<file path="src/rtl/quad_tick_window.sv">
// quad_tick_window
// Quadrature encoder front end for the odometry path. Both raw wheel
// channels are synchronized, glitch-filtered and 4x decoded. Signed ticks
// are accumulated over a fixed window, and one saturated 8-bit count is
// published per window.
//
// Ports
//   CLK          system clock, rising edge
//   rst          asynchronous active-high reset
//   signalA/B    raw encoder channels, asynchronous to CLK
//   ticks        signed tick count of the last completed window
//   ticks_valid  one-cycle strobe, high in the cycle ticks updates
//   dir          direction of the last legal transition (1 = forward)
//   sat          published window's count saturated
//   err          published window saw an illegal (double) transition
module quad_tick_window #(
  parameter int unsigned WINDOW_CYCLES = 1200000,
  parameter int unsigned FILTER_LEN    = 4
) (
  input  logic       CLK,
  input  logic       rst,
  input  logic       signalA,
  input  logic       signalB,
  output logic [7:0] ticks,
  output logic       ticks_valid,
  output logic       dir,
  output logic       sat,
  output logic       err
);

  localparam int unsigned WCW = (WINDOW_CYCLES > 2) ? $clog2(WINDOW_CYCLES) : 1;
  localparam logic [WCW-1:0] WIN_LAST = WCW'(WINDOW_CYCLES - 1);
  localparam logic [3:0] FLT_LAST = 4'(FILTER_LEN - 1);

  // Channel pairs are packed as {A, B}.
  logic [1:0]      sync1_q, sync1_d;
  logic [1:0]      sync2_q, sync2_d;
  logic [1:0][3:0] flt_cnt_q, flt_cnt_d;
  logic [1:0]      ab_q, ab_d;
  logic [1:0]      prev_ab_q, prev_ab_d;

  logic [7:0]      acc_q, acc_d;
  logic            sat_flag_q, sat_flag_d;
  logic            err_flag_q, err_flag_d;
  logic [WCW-1:0]  win_cnt_q, win_cnt_d;

  logic [7:0]      ticks_q, ticks_d;
  logic            valid_q, valid_d;
  logic            dir_q, dir_d;
  logic            sat_q, sat_d;
  logic            err_q, err_d;

  logic [1:0]      idx_prev, idx_cur, idx_step;
  logic            step_fwd, step_rev, step_ill;
  logic [7:0]      acc_nxt;
  logic            sat_evt;
  logic            win_last;

  // Synchronizer and per-channel glitch filter. The filter counter only
  // runs while the synchronized sample disagrees with the accepted level;
  // any agreeing sample restarts it, so a level must persist for
  // FILTER_LEN consecutive samples before it is accepted.
  always_comb begin
    sync1_d   = {signalA, signalB};
    sync2_d   = sync1_q;
    ab_d      = ab_q;
    flt_cnt_d = flt_cnt_q;
    for (int i = 0; i < 2; i++) begin
      if (sync2_q[i] == ab_q[i]) begin
        flt_cnt_d[i] = 4'd0;
      end else if (flt_cnt_q[i] == FLT_LAST) begin
        ab_d[i]      = sync2_q[i];
        flt_cnt_d[i] = 4'd0;
      end else begin
        flt_cnt_d[i] = flt_cnt_q[i] + 4'd1;
      end
    end
    prev_ab_d = ab_q;
  end

  // Map the forward cycle 00 -> 10 -> 11 -> 01 onto 0..3; the modular
  // index difference then gives +1 (forward), 3 (reverse) or 2 (both bits
  // changed, illegal).
  always_comb begin
    idx_prev = {prev_ab_q[0], prev_ab_q[1] ^ prev_ab_q[0]};
    idx_cur  = {ab_q[0], ab_q[1] ^ ab_q[0]};
    idx_step = idx_cur - idx_prev;
    step_fwd = (idx_step == 2'd1);
    step_rev = (idx_step == 2'd3);
    step_ill = (idx_step == 2'd2);
  end

  // Accumulator, window flags, window counter and published outputs.
  always_comb begin
    acc_nxt = acc_q;
    sat_evt = 1'b0;
    if (step_fwd) begin
      if (acc_q == 8'h7F) sat_evt = 1'b1;
      else                acc_nxt = acc_q + 8'd1;
    end else if (step_rev) begin
      if (acc_q == 8'h80) sat_evt = 1'b1;
      else                acc_nxt = acc_q - 8'd1;
    end

    win_last   = (win_cnt_q == WIN_LAST);
    win_cnt_d  = win_last ? '0 : win_cnt_q + WCW'(1);

    acc_d      = acc_nxt;
    sat_flag_d = sat_flag_q | sat_evt;
    err_flag_d = err_flag_q | step_ill;

    ticks_d    = ticks_q;
    sat_d      = sat_q;
    err_d      = err_q;
    valid_d    = win_last;
    dir_d      = dir_q;
    if (step_fwd)      dir_d = 1'b1;
    else if (step_rev) dir_d = 1'b0;

    // The terminal cycle's own increment and events close with this
    // window; the next window starts from a clean zero.
    if (win_last) begin
      ticks_d    = acc_nxt;
      sat_d      = sat_flag_d;
      err_d      = err_flag_d;
      acc_d      = 8'd0;
      sat_flag_d = 1'b0;
      err_flag_d = 1'b0;
    end
  end

  always_ff @(posedge CLK or posedge rst) begin
    if (rst) begin
      sync1_q    <= 2'b00;
      sync2_q    <= 2'b00;
      flt_cnt_q  <= '0;
      ab_q       <= 2'b00;
      prev_ab_q  <= 2'b00;
      acc_q      <= 8'd0;
      sat_flag_q <= 1'b0;
      err_flag_q <= 1'b0;
      win_cnt_q  <= '0;
      ticks_q    <= 8'd0;
      valid_q    <= 1'b0;
      dir_q      <= 1'b0;
      sat_q      <= 1'b0;
      err_q      <= 1'b0;
    end else begin
      sync1_q    <= sync1_d;
      sync2_q    <= sync2_d;
      flt_cnt_q  <= flt_cnt_d;
      ab_q       <= ab_d;
      prev_ab_q  <= prev_ab_d;
      acc_q      <= acc_d;
      sat_flag_q <= sat_flag_d;
      err_flag_q <= err_flag_d;
      win_cnt_q  <= win_cnt_d;
      ticks_q    <= ticks_d;
      valid_q    <= valid_d;
      dir_q      <= dir_d;
      sat_q      <= sat_d;
      err_q      <= err_d;
    end
  end

  assign ticks       = ticks_q;
  assign ticks_valid = valid_q;
  assign dir         = dir_q;
  assign sat         = sat_q;
  assign err         = err_q;

endmodule

</file>
<file path="config.mk">
export PLATFORM = sky130hd
export DESIGN_NAME = quad_tick_window
export DESIGN_NICKNAME = d
export VERILOG_FILES = /design/src/rtl/quad_tick_window.sv
export SDC_FILE = /design/constraint.sdc
export NUM_CORES = 1
export LEC_CHECK = 0
export BUFFER_PORTS_ARGS = -buffer_cell sky130_fd_sc_hd__buf_2
export CAP_MARGIN = 25
export CORE_MARGIN = 4
export CORE_UTILIZATION = 41
export CTS_CLUSTER_SIZE = 16
export DETAILED_ROUTE_END_ITERATION = 6
export PLACE_DENSITY = 0.66
export SETUP_SLACK_MARGIN = 0.5
export SLEW_MARGIN = 10
export SYNTH_ARGS = -nofsm -noshare
export SYNTH_HDL_FRONTEND = slang
export SYNTH_SLANG_ARGS = --single-unit
</file>
<file path="constraint.sdc">
create_clock -name CLK -period 2.4 [get_ports CLK]
set_input_delay 0 -clock CLK [delete_from_list [all_inputs] [get_ports CLK]]
set_output_delay 0 -clock CLK [all_outputs]
set_load 0.01 [all_outputs]
</file>
Yosys cells after proc, flatten, opt, wreduce, memory -nomap -nowiden
Index checks and enable logic that the tools add are counted.

word-level totals
  flip-flop bits (word level) = 59
  bits of input ports = 4
  output and inout bits = 12
  word-level logic and storage cells = 59

operators by class
  $add $sub $neg = 6
  equal/unequal tests = 10
  muxes and demuxes = 18
  bitwise operators = 6
  reductions and logical operators = 3

operator list
  kind                   count
  $mux 8                 5
  $add 21x1->21 const B  1
  $eq 21x21->1 const B   1
  $mux 21                1
  $mux 4                 4
  $add 4x1->4 const B    2
  $add 8x1->8 const B    1
  $eq 4x2->1 const B     2
  $eq 8x7->1 const B     1
  $eq 8x8->1 const B     1
  $mux 1                 8
  $sub 8x1->8 const B    1
  $eq 2x2->1 const B     2
  $reduce_and 2->1       2
  $eq 1x1->1             2
  $eq 2x1->1 const B     1
  $not 1->1              2
  $or 1x1->1             2
  $reduce_bool 2->1      1
  $sub 2x2->2            1
  $xor 1x1->1            2

Logic depth before layout (Yosys ltp)
Gate-level depths: netlist (run 1).

  word-level depth = 7
  gate-level depth with buffers = 8
  mapped depth without buffers = 6

Worst setup path before layout (run 1)
Ideal clock, no wire load.

  path kind = reg2reg
  start = register win_cnt_q[7]
  end = register ticks_q[1] (netlist: ticks[1])
  setup time = 124 ps
  arrival = 2065 ps
  data required time = 2276 ps
  path slack = 211 ps
  stages on the path, launching flop included = 6
  buffers on the path = 1
  period minus slack after synthesis = 2189 ps
  cells stage by stage = dfrtp_1 > or4b_1 > or4_4 > or2_0 > buf_6 > o31a_1

on the way
  cells in the longest elaborated chain, start to end = 1

RTL lines
  item                      RTL line  text
  start: declaration        45        logic [WCW-1:0] win_cnt_q, win_cnt_d;
  start signal: assignment  157       win_cnt_q <= win_cnt_d;
  $eq 21x21->1              105       win_last = (win_cnt_q == WIN_LAST);
  end signal: assignment    158       ticks_q <= ticks_d;
  end: declaration          47        logic [7:0] ticks_q, ticks_d;

Every way passes these cells.
A chain may end at the register's enable or synchronous reset.

Worst setup path after layout (run 1)
  start = register win_cnt_q[15]
  end = register ticks_q[1] (netlist: ticks[1])

The elaborated chain is that of the path after synthesis.

==> key figures, run 1 <==
Status
  • Status: completed

STA
  • Fmax: between 400 and 500 MHz
  • RSZ-0062 raised after global routing: yes
  • Setup_tns: 0 ps
  • Worst slew margin: slightly above 50%
  • Final hold violations: 0
  • Final setup vio count: 0
  • Worst-margin pin slew: ~740 ps
  • Clock Skew: 7.71 ps
  • Minimum clock period: slightly above 2000 ps
  • Hold WS: 311 ps
  • Max-slew violations: 0
  • Period utilisation layout: ~85%

Detailed routing
  • Routed wire length: 7.48 mm
  • Drt initial violations: roughly 170
  • Vias post-DR: 2,510
  • Drt first pass iters: 4
  • Avg Vias per Cell: between 5 and 6
  • Residual DRC: 0
  • ANT nets after route: 0
  • WL/cell: between 15 and 20 um

Cells and area
  • Share of layout cells above drive strength 1: 35.5%
  • FILL cells: a little under 600
  • Most frequent cells in the layout: 55 x dfrtp_1, 30 x buf_4, 15 x nor2_1, 15 x buf_2, 13 x nand3_1
  • Commonest non-fill, non-tap cell in the layout: dfrtp_1
  • Post-Layout Cell Count: about 440
  • Number of diodes: 0
  • Nets: 352
  • Area Growth Syn to Fin: 30.4%

Hold path
  • Hold crit path type: in2reg
  • Hold_sp: signalB

Floorplanning
  • Die Height: between 90 and 100 um
  • Die width: approximately 94 um
  • Initial Utilization: a little over two fifths
  • Row count: 30
  • Die area: 0.00876 mm2
  • I/O pin cnt: 16
  • Area of the core: about 0.0069 mm2

Synthesis
  • Synth async-reset ratio: 100%
  • Synth Cell Area: between 0.003 and 0.004 mm2
  • Post-synth EDFFs: 0
  • Sequential fraction of the synthesis area: 49.1%
  • Synthesis warning total: 0
  • Post-synth top area cell: dfrtp_1
  • Mapped Nets: 298
  • Synth Area per Inst: approximately 10 um2
  • Number of synthesized register bits: a little under 60
  • Mapped Cells: 287
  • Ys flop type: dfrtp_1
  • Ranking of synthesized cells by area: dfrtp_1 49%, xor2_1 3.5%, xnor2_1 3.2%, ha_1 2.9%, o21ai_0 2.5%
  • Yosys top cell area share: 49.1%
  • Yosys cell types: 57

Clocking
  • Worst-path clk slew: roughly 70 ps
  • Htree depth: 3
  • CTS Buf Count: 9
  • Sink Count: 59
  • Clock buffer depth: 2
  • Clock Tree Root: clkbuf_8
  • Clock Latency Late Sink: 340 ps
  • TritonCTS clock tree: done

Critical path
  • CP startpoint: win_cnt_q[15]$_DFF_PP0_
  • Worst Setup Path Type: reg2reg
  • Crit. End Element: flop
  • RR Startpoint: win_cnt_q[15]$_DFF_PP0_
  • FF-to-FF setup slack: approximately 370 ps
  • Critical Path RT: 2630 ps
  • Worst Path Arrival: 2260 ps
  • CP max FO: 5
  • CP startpoint kind: flop

Placed design
  • Placed instance count: just under 400
  • Final HPWL DP: about 4.5 mm
  • Port Buffers: 15
  • Gpl congestion: slightly below 0.9

Global route
  • First-pass GRT wire length: between 10 and 15 mm
  • All-Layer GR Usage: between 10% and 20%
  • Vias in the first global route: around 2,400
  • Initial antenna violation count: 0
  • Remaining global-route overflow: 0
  • Pin count of the biggest net entering global routing: 60

Power and ir drop
  • VDD IR max: between 0.7 and 0.8 mV
  • Leak pwr: about 1.7 nW
  • Pwr dens: roughly 1300 mW/mm2
  • Power, Total: 5.19 mW

Job
  • Maximum Capacitance Violations: 0
cell families (layout without fill, tap and decap cells):
family / after synthesis / in the layout / share of synthesized area, %
AND/OR/NAND/NOR: 110 / 111 / 21.1
AO/OA/AOI/OAI: 58 / 58 / 13.4
XOR/XNOR: 25 / 25 / 8.25
adder cells (fa/ha/maj): 7 / 7 / 2.92
multiplexers: 6 / 6 / 2.17
buffers and inverters: 22 / 80 / 3.00
flip-flops: 59 / 59 / 49.1
state kept, by name, indices dropped and copies added (netlist names):
name / cells
sync1_q: 2
ab_q: 2
err: 1
flt_cnt_q: 8
sat: 1
err_flag_q: 1
ticks: 8
prev_ab_q: 2
dir: 1
sat_flag_q: 1
sync2_q: 2
win_cnt_q: 21
acc_q: 8
ticks_valid: 1
path summary, 6_finish.rpt:
path / end / depth (start not counted)
max: ticks[1]$_DFFE_PP0N_ / 4
min: sync1_q[0]$_DFF_PP0_ / 2
max reg2reg: ticks[1]$_DFFE_PP0N_ / 4
min reg2reg: sync2_q[1]$_DFF_PP0_ / 0
max in group asynchronous: win_cnt_q[0]$_DFF_PP0_ / 4
min in group asynchronous: win_cnt_q[12]$_DFF_PP0_ / 4
synthesized netlist by cell type (all sizes together), types with 4 or more instances:
| library cell | number |
|---|---|
| ha | 7 |
| mux2 | 4 |
| o31ai | 5 |
| inv | 9 |
| xnor2 | 11 |
| nand2 | 11 |
| nor2 | 19 |
| nand4 | 10 |
| nor4 | 4 |
| nand3 | 13 |
| and3 | 4 |
| clkbuf | 12 |
| o21ai | 15 |
| a2111oi | 4 |
| a21oi | 9 |
| or3 | 5 |
| nor2b | 4 |
| nor3 | 12 |
| and4 | 4 |
| xor2 | 12 |
| dfrtp | 59 |
| or4 | 5 |
critical path, cell delays in order, from the launching register on:
cell	delay, ps
dfrtp_1	380
or4b_1	510
or4_4	470
or2_4	290
o31a_1	280
metrics by stage:
step	util (%)	setup WS [ps]	cell area (um2)
2_1_floorplan	-	325	3030
3_3_place_gp	46.5	192	3230
3_5_place_dp	46.5	151	3230
4_1_cts	52.2	366	3620
5_1_grt	56.4	314	3920
6_report	56.4	371	3920
cell type report:
class	instances	area [um2]	share of cell area, %
clock buffers	10	138	3.51
clock inverters	6	41.3	1.05
inverters	9	33.8	0.862
multi-input cells	207	1670	42.6
flip-flops and latches	59	1480	37.8
well taps	96	120	3.07
repair buffers	55	434	11.1
repair_timing:
action,4_1_cts,5_1_grt
setup buffers,12,16
gates resized for setup,23,35
pin swaps,7,9
gates cloned,1,1
hold endpoints to repair,61,0
hold buffers,3,0
setup endpoints to repair,31,31
power by group:
group	switching (mW)	internal [mW]
registers	0.223	1.16
clock network	0.414	0.400
logic	1.58	1.41
total	2.22	2.97
routing by layer:
metal | track usage, % | vias up | wire (um)
li1 | - | 1173 | -
met1 | 24.5 | 1252 | 3480
met2 | 26.0 | 74 | 3520
met3 | 4.34 | 11 | 380
met4 | 5.42 | 0 | 95
met5 | 0 | - | 0
(Power assumes the default switching activity.)
==> inputs of run 2 (changes only) <==
clock period = 1.9 ns   (was 2.4 ns; I/O delays follow)
==> key figures, run 2 (synthesized netlist as in run 1, its figures left out) <==
Clocking
  • Clock Latency Late Sink: 330 ps
  • Htree depth: 3
  • CTS Buf Count: 9
  • TritonCTS clock tree: done
  • Sink Count: 59
  • Clock buffer depth: 2
  • Clock Tree Root: clkbuf_8
  • Worst-path clk slew: about 60 ps

Critical path
  • CP startpoint: win_cnt_q[15]$_DFF_PP0_
  • FF-to-FF setup slack: -180 ps
  • CP max FO: 5
  • Crit. End Element: flop
  • Critical Path RT: around 2100 ps
  • RR Startpoint: win_cnt_q[15]$_DFF_PP0_
  • Worst Setup Path Type: reg2reg
  • Worst Setup EP: ticks[1]$_DFFE_PP0N_
  • Reg-to-reg endpoint: ticks[1]$_DFFE_PP0N_
  • Slowest cell on the critical path: or4b_1
  • Crit path cell chain: or4b_1, or4_4, or2_4, buf_6, o31a_1
  • Worst Path Arrival: between 2000 and 2500 ps
  • Worst R2R Path Depth: 5
  • CP max stage delay: about 520 ps
  • CP startpoint kind: flop

Power and ir drop
  • Reg power frac: a little under a quarter
  • Leak pwr: around 2.0 nW
  • Switch share: roughly two fifths
  • Sw power: between 2 and 3 mW
  • Pwr dens: 1640 mW/mm2
  • P_int: roughly 4.2 mW
  • VDD IR max: ~1.0 mV
  • Part of the power in combinational logic: approximately 62%
  • Clock power share: 14.1%

Detailed routing
  • WL/cell: about 16 um
  • Routed wire length: a little under 8 mm
  • Residual DRC: 0
  • Drt first pass iters: 4
  • Avg Vias per Cell: 5.52
  • ANT nets after route: 0
  • Vias post-DR: around 2,600
  • Drt initial violations: about 240

Global route
  • Met3 Usage GRT: between 4 and 5%
  • Vias in the first global route: 2,583
  • M2 GR Usage: between 20% and 30%
  • First-pass GRT wire length: approximately 13 mm
  • Initial antenna violation count: 0
  • All-Layer GR Usage: between 10% and 20%
  • Remaining global-route overflow: 0
  • Grt peak-use layer: met2
  • Pin count of the biggest net entering global routing: 47
  • Grt met1 use: between 20% and 30%

Placed design
  • Cell Area, Placed: 0.00365 mm2
  • Placed instance count: roughly 430
  • Port Buffers: 15
  • Final HPWL DP: just over 5 mm
  • Gpl congestion: roughly 0.84
  • Post-Place Setup Slack: -204 ps

Cells and area
  • Number of diodes: 0
  • Post-Layout Cell Count: about 480
  • Core Util, Final: between 60 and 70%
  • Design area: approximately 0.0044 mm2
  • Most frequent cells in the layout: 59 x dfrtp_1, 51 x buf_4, 16 x buf_2
  • Commonest non-fill, non-tap cell in the layout: dfrtp_1
  • Nets: ~390
  • Largest reg by FF count: win_cnt_q
  • Max reg flops: 21
  • Share of layout cells above drive strength 1: around 45%
  • Area Growth Syn to Fin: 45.6%

Floorplanning
  • Row count: 30
  • Area of the core: between 0.006 and 0.007 mm2
  • Die Height: around 94 um
  • Initial Utilization: a little over two fifths
  • Die area: just under 0.009 mm2
  • I/O pin cnt: 16
  • Die width: 93.6 um

STA
  • Final setup vio count: 21
  • Period utilisation layout: 110%
  • Worst-margin pin slew: around 470 ps
  • Fmax: 480 MHz
  • Final setup margin: -182 ps
  • Clock Skew: around 7.7 ps
  • Minimum clock period: roughly 2100 ps
  • Hold WS: about 180 ps
  • Max-slew violations: 0
  • Worst slew margin: around 69%
  • Final hold violations: 0
  • RSZ-0062 raised after global routing: yes

Job
  • Maximum Capacitance Violations: 0

Status
  • Status: finished with violations
  • Failing checks: setup timing

Hold path
  • Hold crit path type: in2async
run 2: final cells by class:
cell class | count | area, um2
fillers | 545 | 2570
multi-input cells | 206 | 1830
flip-flops and latches | 59 | 1480
repair buffers | 89 | 742
clock buffers | 14 | 163
well taps | 96 | 120
inverters | 9 | 37.5
clock inverters | 2 | 10.0
run 2: through the flow:
step | TNS (ps) | total power, mW
after detailed placement | -1790 | 5.08
after floorplan | -990 | 3.75
after CTS | -1470 | 6.68
after global routing | -4030 | 7.58
after global placement | -1190 | 5.02
final | -1810 | 7.16
run 2: repair_timing:
item,CTS,global route
gates resized for setup,55,26
hold buffers,3,0
endpoints found under the hold margin,61,0
pin swaps,20,17
setup buffers,8,12
cloned,2,0
endpoints found under the setup margin,39,41
run 2: critical path, delay by kind of cell (launching register included):
family,cells,cell delay (ps)
AO/OA/AOI/OAI,1,270
buffers and inverters,1,140
flip-flops,1,370
AND/OR/NAND/NOR,3,1200
run 2: power by group through the flow:
stage	clock, mW	sequential, mW	combinational [mW]
floorplan	0	1.61	2.13
global placement	0	1.69	3.33
detailed placement	0	1.70	3.38
CTS	1.04	1.68	3.96
global route	1.09	1.72	4.78
finish	1.01	1.69	4.46
run 2: worst min-delay path by stage:
stage                  from              endpoint  slack [ps]  cells past startpoint
finish                  rst   ab_q[0]$_DFFE_PP0P_         180                      3
global route            rst  sat_flag_q$_DFF_PP0_         220                      3
CTS                     rst   ab_q[0]$_DFFE_PP0P_         190                      3
detailed placement      rst  sync1_q[1]$_DFF_PP0_         -10                      2
global placement        rst  sync2_q[1]$_DFF_PP0_         -10                      2
floorplan           signalB  sync1_q[0]$_DFF_PP0_          30                      0
run 2: metal layers:
layer	share of wire (%)	vias to the layer above
met3	3.5	20
li1	-	1246
met5	0	-
met1	45	1290
met4	2.4	0
met2	49	67
